**config.mk**
```make
export PLATFORM = sky130hd
export DESIGN_NAME = sram_access_ctrl
export DESIGN_NICKNAME = d
export VERILOG_FILES = /design/src/rtl/sram_access_ctrl.sv
export SDC_FILE = /design/constraint.sdc
export NUM_CORES = 1
export LEC_CHECK = 0
export CAP_MARGIN = 30
export CORE_UTILIZATION = 47
export DETAILED_ROUTE_END_ITERATION = 7
export GPL_TIMING_DRIVEN = 0
export HOLD_SLACK_MARGIN = 0.02
export PLACE_DENSITY = 0.85
export SYNTH_ARGS = -nofsm -noshare
export SYNTH_HDL_FRONTEND = slang
export SYNTH_SLANG_ARGS = --single-unit
```
**constraint.sdc**
```tcl
create_clock -name CLK -period 6.63 [get_ports CLK]
set_clock_uncertainty 0.1 [all_clocks]
set_input_delay 0.9945 -clock CLK [delete_from_list [all_inputs] [get_ports CLK]]
set_output_delay 0.9945 -clock CLK [all_outputs]
set_load 0.02 [all_outputs]
```
**src/rtl/sram_access_ctrl.sv**
```systemverilog
// Request/response front end for a single-port synchronous SRAM with a 3-entry read-return FIFO.
// Optional rd/wr performance counters are built only when SRAM_CTRL_PERF_EN is defined.
module sram_access_ctrl #(
  parameter int numWord     = 512,
  parameter int numBit      = 32,
  parameter int numWordAddr = $clog2(numWord)
) (
  input  logic                   CLK,
  input  logic                   RST,
  input  logic                   scan_en_in,
  input  logic                   req_valid,
  output logic                   req_ready,
  input  logic                   req_we,
  input  logic [numWordAddr-1:0] req_addr,
  input  logic [numBit-1:0]      req_wdata,
  output logic                   rsp_valid,
  input  logic                   rsp_ready,
  output logic [numBit-1:0]      rsp_rdata,
  output logic                   sram_ceb,
  output logic                   sram_web,
  output logic [numWordAddr-1:0] sram_a,
  output logic [numBit-1:0]      sram_d,
  input  logic [numBit-1:0]      sram_q,
  output logic [15:0]            rd_cnt,
  output logic [15:0]            wr_cnt
);

  logic [numBit-1:0] fifo_mem [3];
  logic [1:0]        wr_ptr;
  logic [1:0]        rd_ptr;
  logic [1:0]        count;
  logic              inflight;
  logic [2:0]        outstanding;
  logic              fire;
  logic              pop;

  function automatic logic [1:0] ptr_next(input logic [1:0] p);
    return (p == 2'd2) ? 2'd0 : p + 2'd1;
  endfunction

  // An inflight read already owns a FIFO slot, so it counts against the space check.
  assign outstanding = {1'b0, count} + {2'b00, inflight};
  assign req_ready   = !RST && !scan_en_in && (outstanding < 3'd3);
  assign fire        = req_valid && req_ready;

  assign sram_ceb = !fire;
  assign sram_web = !(fire && req_we);
  assign sram_a   = req_addr;
  assign sram_d   = req_wdata;

  assign rsp_valid = (count != 2'd0);
  assign pop       = rsp_valid && rsp_ready;
  assign rsp_rdata = rsp_valid ? fifo_mem[rd_ptr] : '0;

  always_ff @(posedge CLK or posedge RST) begin
    if (RST) begin
      inflight <= 1'b0;
      wr_ptr   <= 2'd0;
      rd_ptr   <= 2'd0;
      count    <= 2'd0;
    end else begin
      inflight <= fire && !req_we;
      if (inflight) wr_ptr <= ptr_next(wr_ptr);
      if (pop)      rd_ptr <= ptr_next(rd_ptr);
      case ({inflight, pop})
        2'b10:   count <= count + 2'd1;
        2'b01:   count <= count - 2'd1;
        default: count <= count;
      endcase
    end
  end

  // NOTE: FIFO storage is deliberately not reset; rsp_rdata is gated by rsp_valid so stale
  // contents are never visible, and the data RAM stays a plain register file.
  always_ff @(posedge CLK) begin
    if (inflight) fifo_mem[wr_ptr] <= sram_q;
  end

`ifdef SRAM_CTRL_PERF_EN
  always_ff @(posedge CLK or posedge RST) begin
    if (RST) begin
      rd_cnt <= 16'd0;
      wr_cnt <= 16'd0;
    end else if (fire) begin
      if (req_we) begin
        if (wr_cnt != 16'hFFFF) wr_cnt <= wr_cnt + 16'd1;
      end else begin
        if (rd_cnt != 16'hFFFF) rd_cnt <= rd_cnt + 16'd1;
      end
    end
  end
`else
  assign rd_cnt = 16'd0;
  assign wr_cnt = 16'd0;
`endif

endmodule

```
==> results.md, run 1 <==
* FF-to-FF path depth at 5
* Post-CTS setup buffers at 0
* Post-synth EDFFs at between 90 and 100
* Psw at 0.7267 mW
* Routing usage on met2 at 32.51%
* GR Overflow Total at 0
* CTS tree: done
* Internal power at about 1.5 mW
* N_diodes at 0
* Wire per inst at 15.16 um
* Mapped Avg Cell Area at approximately 15 sq um
* Fin. max-slew vios at 0
* Setup violators final at 0
* Die height at 103.2 um
* Top cells by count, synth: edfxtp_1, buf_4, nor2_1
* Total number of vias at 2794
* Post-DR vias/cell at 4.565
* Area taken by multi-input logic gates at 1221 sq um
* Grt met3 use at 4.301%
* Startpoint Class: input pin
* Initial antenna violation count at 0
* Status: finished, final reports clean
* Cell Area, Synth at 4813 sq um
* Logic pwr share at 45.3%
* Asr flop ratio synth at 6.796%
* Number of port buffers at 114
* PD cells at between 300 and 400 nW/um^2
* Tightest Pin Transition at around 530 ps
* # rows at 36
* Largest net degree at the start of global routing at 24
* Clock Tree Root: clkbuf_8
* Fin crit period at approximately 3500 ps
* R2r endpoint: count[1]
* Dpl hpwl at 6872 um
* Post-CTS Resized at 0
* GR peak layer: met2
* CTS Buf Count at 9
* Fin crit share at 53.42%
* RePlAce Congestion at between 0.7 and 0.8
* Final Non-Filler Cells at a little over 600
* Worst Path Max Fanout at 3
* Final non-filler cell area at 6554 sq um
* Iter 0 DRT Violations at 82
* FILL cells at around 710
* Worst reg-to-reg setup slack at between 4000 and 5000 ps
* Post-synth top area share at 59.89%
* #FFs+latches synth at between 100 and 150
* Setup crit start: scan_en_in
* Top cell type by total area after synthesis: edfxtp_1
* Most frequent cell after synthesis: edfxtp_1
* DRC viols at 0
* RSZ-0062 raised after global routing: false
* Hold buffers post-CTS at 0
* Synth Warn # at 0
* Fmax at approximately 280 MHz
* Clock Latency Late Sink at 370 ps
* Sequential area share after synthesis at 63.53%
* Drt pass-1 iters at 4
* Worst setup path class: input pin to primary output
* H-tree Lvls at 3
* Fin. Hold Viols at 0
* Clock share of power at 19.4%
* Clock sink count at 103
* Largest cells by area after synthesis: edfxtp_1, buf_4, mux2_4, mux2i_1, dfrtp_1
* Yosys cell types at 24
* Vias in the first global route at between 2000 and 3000
* Placed Instances at 596
* Met1 GRT Util at 20.39%
* Syn Inst Count at around 310
* Max Root-Sink Buffers at 2
* P_leak at 2.601 nW
* Final Net Count at 556
* Final setup TNS at 0 ps
* Worst Hold Class: register to register
* Register share of total power at around a third
* Share of cells above drive strength 1 at 29.02%
* Worst EP arrival at 2450 ps
* Final antenna-violating net count at 0
* Clock-pin slew on the worst setup and hold paths at 90 ps
* Hold Slack at around 450 ps
* Die footprint at 10650 sq um
* PnR Total Power at 2.192 mW
* Final WL at between 9000 and 10000 um
* Worst VDD drop at 232.6 uV
* Initial Util at about 49%
* Max_slew headroom at approximately two thirds
* Synth-to-layout area growth at 36.16%
* Core area at 9864 sq um
* Top Ports at 188
* Sw frac at between 30% and 40%
* FF-to-FF Start: count[0]
* Die Wd at a little over 100 um
* Placed Area at 6335 sq um
* Crit path capture: sram_ceb
* MaxCap Viol Count at 0
* All-layer global routing usage at 17.78%
* Synth Flop Type: edfxtp_1
* Register Area at 3058 sq um
* WP data required at 5540 ps
* First-pass GRT wire length at 13670 um
* CP endpoint kind: primary output
[metrics by stage]
step	utilization (%)	setup WS, ps
after floorplan	-	3324
after global placement	63.23	1861
after detailed placement	64.22	3089
after CTS	66.44	3068
after global routing	66.44	2970
final	66.44	3088
[cell families after synthesis]
| logic type | count (synthesis) | synth area share, % |
|---|---|---|
| DFF | 103 | 63.53 |
| buffers and inverters | 88 | 13.93 |
| muxes | 64 | 16.25 |
| and+or+nand+nor | 45 | 3.639 |
| AOI/OAI and AO/OA | 6 | 1.248 |
| adders and majority gates | 3 | 0.7799 |
| xor gates and xnor gates | 3 | 0.5460 |
| other | 1 | 0.07791 |
[area by class of cell]
class | count | area share (%)
clock inverter | 7 | 1.451
tap | 133 | 2.539
inverter | 4 | 0.2291
clock buffer | 9 | 1.890
timing repair buffer | 119 | 18.59
multi-input combinational | 153 | 18.63
sequential | 103 | 46.66
buffer | 84 | 10.00
[flip-flops by register name, indices dropped and copies added (netlist names)]
name,flops
count,2
inflight,1
rd_ptr,2
fifo_mem,96
wr_ptr,2
[worst max-delay path, stage by stage]
cell and delay, ps:
clkdlybuf4s50_1 450, a2111oi_4 330, nand2_1 120, clkdlybuf4s50_1 550
[per-layer routing]
layer	share of wire, %	vias to the layer above	wire (um)
li1	-	1325	-
met1	38	1335	3501
met2	54	123	5001
met3	6.8	11	634
met4	1.5	0	141
met5	0	-	0
[power by group through the flow]
| stage | clock, mW | combinational, mW | sequential (mW) |
|---|---|---|---|
| 4_1_cts | 0.436 | 1.00 | 0.774 |
| 6_report | 0.426 | 0.993 | 0.773 |
| 2_1_floorplan | 0 | 0.634 | 0.779 |
| 3_3_place_gp | 0 | 0.985 | 0.782 |
| 5_1_grt | 0.459 | 1.06 | 0.778 |
| 3_5_place_dp | 0 | 0.997 | 0.788 |
[worst min path at each step]
| stage | startpoint | to | slack [ps] | cells after the start |
|---|---|---|---|---|
| 3_5_place_dp | count[1] | count[1] | 420 | 1 |
| 6_report | count[1] | count[1] | 450 | 1 |
| 3_3_place_gp | wr_ptr[1] | wr_ptr[1] | 410 | 1 |
| 5_1_grt | count[1] | count[1] | 470 | 1 |
| 4_1_cts | count[1] | count[1] | 450 | 1 |
| 2_1_floorplan | count[1] | count[1] | 380 | 1 |
[cells in the final DEF, fill, tap and decap left out, types with 2 or more instances in the layout]
| cell type | n |
|---|---|
| mux2_2 | 5 |
| buf_4 | 77 |
| a21o_1 | 3 |
| ha_1 | 3 |
| nand2_1 | 4 |
| buf_2 | 3 |
| o21ai_0 | 2 |
| conb_1 | 32 |
| nor2_4 | 2 |
| clkbuf_8 | 9 |
| edfxtp_1 | 96 |
| mux2i_1 | 32 |
| clkdlybuf4s50_1 | 114 |
| inv_1 | 4 |
| nor2_1 | 35 |
| inv_6 | 2 |
| buf_6 | 3 |
| mux2_4 | 27 |
| dfrtp_1 | 7 |
| xnor2_1 | 2 |
| buf_12 | 3 |
| bufinv_16 | 2 |
Power figures use the tool's default switching activity.
==> run 2: changes to the inputs <==
--- a/config.mk
+++ b/config.mk
@@ -6,11 +6,11 @@
 export NUM_CORES = 1
 export LEC_CHECK = 0
 export CAP_MARGIN = 30
-export CORE_UTILIZATION = 47
+export CORE_UTILIZATION = 40
 export DETAILED_ROUTE_END_ITERATION = 7
 export GPL_TIMING_DRIVEN = 0
 export HOLD_SLACK_MARGIN = 0.02
-export PLACE_DENSITY = 0.85
+export PLACE_DENSITY = 0.77
 export SYNTH_ARGS = -nofsm -noshare
 export SYNTH_HDL_FRONTEND = slang
 export SYNTH_SLANG_ARGS = --single-unit
==> constraint.sdc (replaced) <==
create_clock -name CLK -period 3.2 [get_ports CLK]
set_clock_uncertainty 0.1 [all_clocks]
set_input_delay 0.48 -clock CLK [delete_from_list [all_inputs] [get_ports CLK]]
set_output_delay 0.48 -clock CLK [all_outputs]
set_load 0.02 [all_outputs]
==> run 2 against run 1 <==
Net effect:
- sequential share of layout area fell by 0.83 points
- cell count rose by 1.5%
- die area rose by 17%
- the run now ends with DRC left
- largest cell class unchanged
- register-to-register slack got worse by 3500 ps
- total power rose by 120%
- worst setup slack got worse by 2900 ps
==> results.md, run 2 (synthesis gave the netlist of run 1 again) <==
* Status: complete, but fails checks
* Violated checks: DRC
* Max_slew headroom at a little under three fifths
* Worst path cell trace: ha_1 -> ha_1 -> a2111oi_4 -> nand3_1 -> clkdlybuf4s50_1
* First-pass GRT wire length at 14250 um
* FILL cells at 909
* PnR Total Power at 4.805 mW
* Worst setup margin at 210.5 ps
* Startpoint Class: register
* Post-DR vias/cell at 4.452
* Drt pass-1 iters at 7
* P_leak at 2.639 nW
* Worst Path Max Fanout at 5
* Fin. max-slew vios at 0
* Post-CTS setup buffers at 0
* Worst Hold Class: input pin to asynchronous set/reset pin
* CTS Buf Count at 9
* Sw frac at 31.78%
* Max Root-Sink Buffers at 2
* Fmax at 334.5 MHz
* Crit path buffers/inverters at 1
* Setup violators final at 0
* RePlAce Congestion at 0.6985
* Layout Utilization at 57.70%
* Number of port buffers at 114
* Area taken by multi-input logic gates at 1227 sq um
* Fin crit share at between 90% and 100%
* Register share of total power at 33.5%
* Hold buffers post-CTS at 0
* Wire per inst at 14.95 um
* Dpl hpwl at 6675 um
* Slowest stage delay, CP at 560 ps
* Fin. Hold Viols at 0
* PD cells at about 720 nW/um^2
* Clock share of power at 23.7%
* Final Net Count at 555
* Final WL at 9281 um
* CP endpoint kind: primary output
* Clock Latency Late Sink at 340 ps
* Hold Slack at 364.6 ps
* Clock Tree Root: clkbuf_16
* Die Wd at 111.7 um
* Top Ports at ~190
* Core area at approximately 12000 sq um
* Clock sink count at 103
* Initial antenna violation count at 0
* Most common cell after layout, fill and taps aside: clkdlybuf4s50_1
* MaxCap Viol Count at 0
* Share of cells above drive strength 1 at 28.66%
* Internal power at ~3.3 mW
* Synth-to-layout area growth at 38.63%
* Logic pwr share at 42.9%
* Worst setup path class: register to primary output
* RSZ-0062 raised after global routing: false
* N_diodes at 0
* Clock-pin slew on the worst setup and hold paths at around 60 ps
* Total number of vias at 2765
* Iter 0 DRT Violations at 113
* Biggest register: fifo_mem
* Final setup TNS at 0 ps
* DRC viols at 20
* DP Worst Slack at 512.5 ps
* Commonest non-fill, non-tap cells in the layout: clkdlybuf4s50_1, edfxtp_1, buf_4
* Largest net degree at the start of global routing at 24
* GR Overflow Total at 0
* Fin crit period at 2989 ps
* Initial Util at 41.62%
* Max reg flops at 96
* Post-CTS Resized at 0
* CTS tree: done
* CP max-delay cell: clkdlybuf4s50_1
* All-layer global routing usage at 15.15%
* # rows at 39
* H-tree Lvls at 3
* Worst EP arrival at 2410 ps
* Psw at ~1.5 mW
* Tightest Pin Transition at 646.7 ps
* Vias in the first global route at 2842
* Die height at between 100 and 150 um
* Register Area at slightly above 3000 sq um
* Die footprint at 12480 sq um
* Worst VDD drop at 488.8 uV
* Most used cell, CP: ha_1
* Delay-heaviest family, CP: buffers and inverters
* WP data required at ~2600 ps
* Final antenna-violating net count at 0
## run 2: layout make-up
type,instances,area share [%]
buffer,84,9.826
clock buffer,10,3.431
clock inverter,6,1.275
inverter,4,0.2250
multi-input combinational,153,18.39
sequential,103,45.83
tap,143,2.681
timing repair buffer,118,18.34
## run 2: worst paths after layout
path	from	to	slack, ps	cells past startpoint
min in group CLK	count[1]	count[1]	460	1
min	RST	rd_ptr[1]	360	2
max reg2reg	inflight	fifo_mem[0][17]	1320	4
max	count[0]	sram_web	210	5
min reg2reg	count[1]	count[1]	460	1
max in group asynchronous	RST	count[1]	2410	2
## run 2: per-stage QoR
| stage | area, sq um | cells |
|---|---|---|
| 2_1_floorplan | 4935 | 344 |
| 3_3_place_gp | 6255 | 601 |
| 3_5_place_dp | 6359 | 605 |
| 4_1_cts | 6673 | 621 |
| 5_1_grt | 6673 | 621 |
| 6_report | 6673 | 621 |
## run 2: layer usage
| metal | vias up | wire (um) | global-route usage [%] |
|---|---|---|---|
| met3 | 11 | 730 | 4.083 |
| met5 | - | 0 | 0 |
| met1 | 1308 | 3493 | 16.59 |
| met2 | 118 | 4920 | 27.37 |
| met4 | 0 | 138 | 6.757 |
| li1 | 1328 | - | - |
## run 2: power by group through the flow
stage,combinational [mW],sequential (mW),clock [mW]
2_1_floorplan,1.31,1.62,0
3_3_place_gp,2.05,1.62,0
3_5_place_dp,2.09,1.64,0
4_1_cts,2.10,1.61,1.16
5_1_grt,2.20,1.61,1.20
6_report,2.06,1.61,1.14
## run 2: worst register-to-register path, delay by kind of cell, from the launching register on
family	cells	cell delay (ps)
flops	1	380
simple gates	1	570
buf+inv	3	530
==> run 3: changes to the inputs <==
--- a/config.mk
+++ b/config.mk
@@ -5,12 +5,14 @@
 export SDC_FILE = /design/constraint.sdc
 export NUM_CORES = 1
 export LEC_CHECK = 0
+export ABC_CLOCK_PERIOD_IN_PS = 3200
 export CAP_MARGIN = 30
 export CORE_UTILIZATION = 40
 export DETAILED_ROUTE_END_ITERATION = 7
 export GPL_TIMING_DRIVEN = 0
 export HOLD_SLACK_MARGIN = 0.02
 export PLACE_DENSITY = 0.77
+export SLEW_MARGIN = 25
 export SYNTH_ARGS = -nofsm -noshare
 export SYNTH_HDL_FRONTEND = slang
 export SYNTH_SLANG_ARGS = --single-unit
==> run 3 against run 2 <==
Net effect:
- critical path type unchanged
- clock power increased by 8%
- core utilization increased by 0.065 points
- die area unchanged
- sequential share of layout area decreased by 0.052 points
- count of clock-buffer cells in the layout unchanged
- the run still ends with DRC left
- largest cell class unchanged
==> results.md, run 3 (synthesis gave the netlist of run 1 again) <==
* Status: complete, but fails checks
* Violated checks: DRC
* H-tree Lvls at 3
* Die height at 111.7 um
* Clock Latency Late Sink at 340 ps
* Synth-to-layout area growth at 38.78%
* Largest net degree at the start of global routing at 23
* Post-DR vias/cell at 4.517
* Hold Slack at 363.2 ps
* CTS Buf Count at 9
* Post-CTS Resized at 0
* DRC viols at 20
* WP data required at 2620 ps
* All-layer global routing usage at roughly 15%
* PnR Total Power at a little under 5 mW
* Die footprint at 12480 sq um
* CP endpoint kind: primary output
* Share of cells above drive strength 1 at 28.87%
* Core area at 11560 sq um
* DP Worst Slack at 503.5 ps
* Post-CTS setup buffers at 0
* Clock-pin slew on the worst setup and hold paths at 70 ps
* P_leak at approximately 2.6 nW
* RePlAce Congestion at between 0.6 and 0.7
* Worst setup margin at 200.9 ps
* First-pass GRT wire length at roughly 14000 um
* Logic pwr share at 42.0%
* Dpl hpwl at 6702 um
* Final antenna-violating net count at 0
* RSZ-0062 raised after global routing: false
* Setup violators final at 0
* Sw frac at between 30% and 40%
* Top Ports at approximately 190
* Clock sink count at 103
* Worst Hold Class: input pin to asynchronous set/reset pin
* Final Net Count at 555
* Fin crit share at 93.72%
* Startpoint Class: register
* R2r endpoint: fifo_mem[0][14]
* Most common cell after layout, fill and taps aside: clkdlybuf4s50_1
* Max Root-Sink Buffers at 2
* Vias in the first global route at 2806
* Worst setup path class: register to primary output
* Final setup TNS at 0 ps
* Clock Tree Root: clkbuf_16
* Number of port buffers at ~110
* Worst EP arrival at ~2400 ps
* PD cells at 731.5 nW/um^2
* Fin. max-slew vios at 0
* CTS tree: done
* Clock share of power at 25.1%
* FF-to-FF path depth at 4
* Drt pass-1 iters at 6
* Biggest register: fifo_mem
* GR Overflow Total at 0
* Hold buffers post-CTS at 0
* Max reg flops at 96
* Fmax at roughly 330 MHz
* Register share of total power at around 33%
* Iter 0 DRT Violations at between 100 and 150
* FF-to-FF Start: inflight
* # rows at 39
* Die Wd at 111.7 um
* Worst Path Max Fanout at 5
* Internal power at around 3.4 mW
* Tightest Pin Transition at roughly 660 ps
* Fin. Hold Viols at 0
* Final WL at 9369 um
* Total number of vias at 2805
* Commonest non-fill, non-tap cells in the layout: clkdlybuf4s50_1, edfxtp_1, buf_4
* Wire per inst at between 15 and 20 um
* Psw at 1.531 mW
* MaxCap Viol Count at 0
* Fin crit period at 2999 ps
* N_diodes at 0
* Initial antenna violation count at 0
* Initial Util at a little over two fifths
* Worst reg-to-reg setup slack at around 1300 ps
* Max_slew headroom at 55.59%
* Worst VDD drop at between 500 and 600 uV
## run 3: changes by cell type in the layout (fill, tap and decap cells not counted)
cell,delta
buf_16,-1
clkinv_1,-1
buf_6,+1
clkinvlp_4,-1
clkinv_2,+1
bufinv_16,+1
## run 3: power groups by stage
stage	clock network [mW]	registers (mW)	logic [mW]
floorplan	0	1.62	1.31
global placement	0	1.62	2.05
detailed placement	0	1.64	2.09
CTS	1.24	1.61	2.09
global route	1.28	1.61	2.19
finish	1.23	1.61	2.05
## run 3: layout make-up
| cell class | count | area, sq um |
|---|---|---|
| timing repair buffer | 118 | 1207 |
| sequential | 103 | 3058 |
| buffer | 84 | 655.6 |
| clock buffer | 10 | 229.0 |
| fill | 933 | 4885 |
| tap | 143 | 178.9 |
| inverter | 4 | 15.01 |
| clock inverter | 6 | 108.9 |
| multi-input combinational | 153 | 1227 |
## run 3: worst max path at each step
stage | start | endpoint | slack, ps
finish | count[0] | sram_web | 200
global route | count[0] | sram_web | 40
CTS | count[0] | rsp_rdata[12] | 130
detailed placement | count[0] | rsp_rdata[12] | 500
global placement | wr_ptr[0] | fifo_mem[1][14] | -130
floorplan | wr_ptr[0] | fifo_mem[1][0] | 850
## run 3: critical path: stages (launching register included)
cell	delay (ps)
dfrtp_1	450
ha_1	230
ha_1	300
a2111oi_4	400
nand3_1	130
clkdlybuf4s50_1	560
## run 3: layer usage
metal  share of wire, %  track usage, %  vias to the layer above
met3                6.8           3.103                       12
li1                   -               -                     1328
met4                1.5           7.027                        0
met5                  0               0                        -
met1                 38           16.45                     1344
met2                 54           28.28                      121
## run 3: through the flow
stage,std cells,cell area [sq um],utilization [%]
after global placement,601,6255,54.08
after detailed placement,605,6342,54.84
after floorplan,344,4935,-
final,621,6680,57.76
after global routing,621,6680,57.76
after CTS,621,6680,57.76
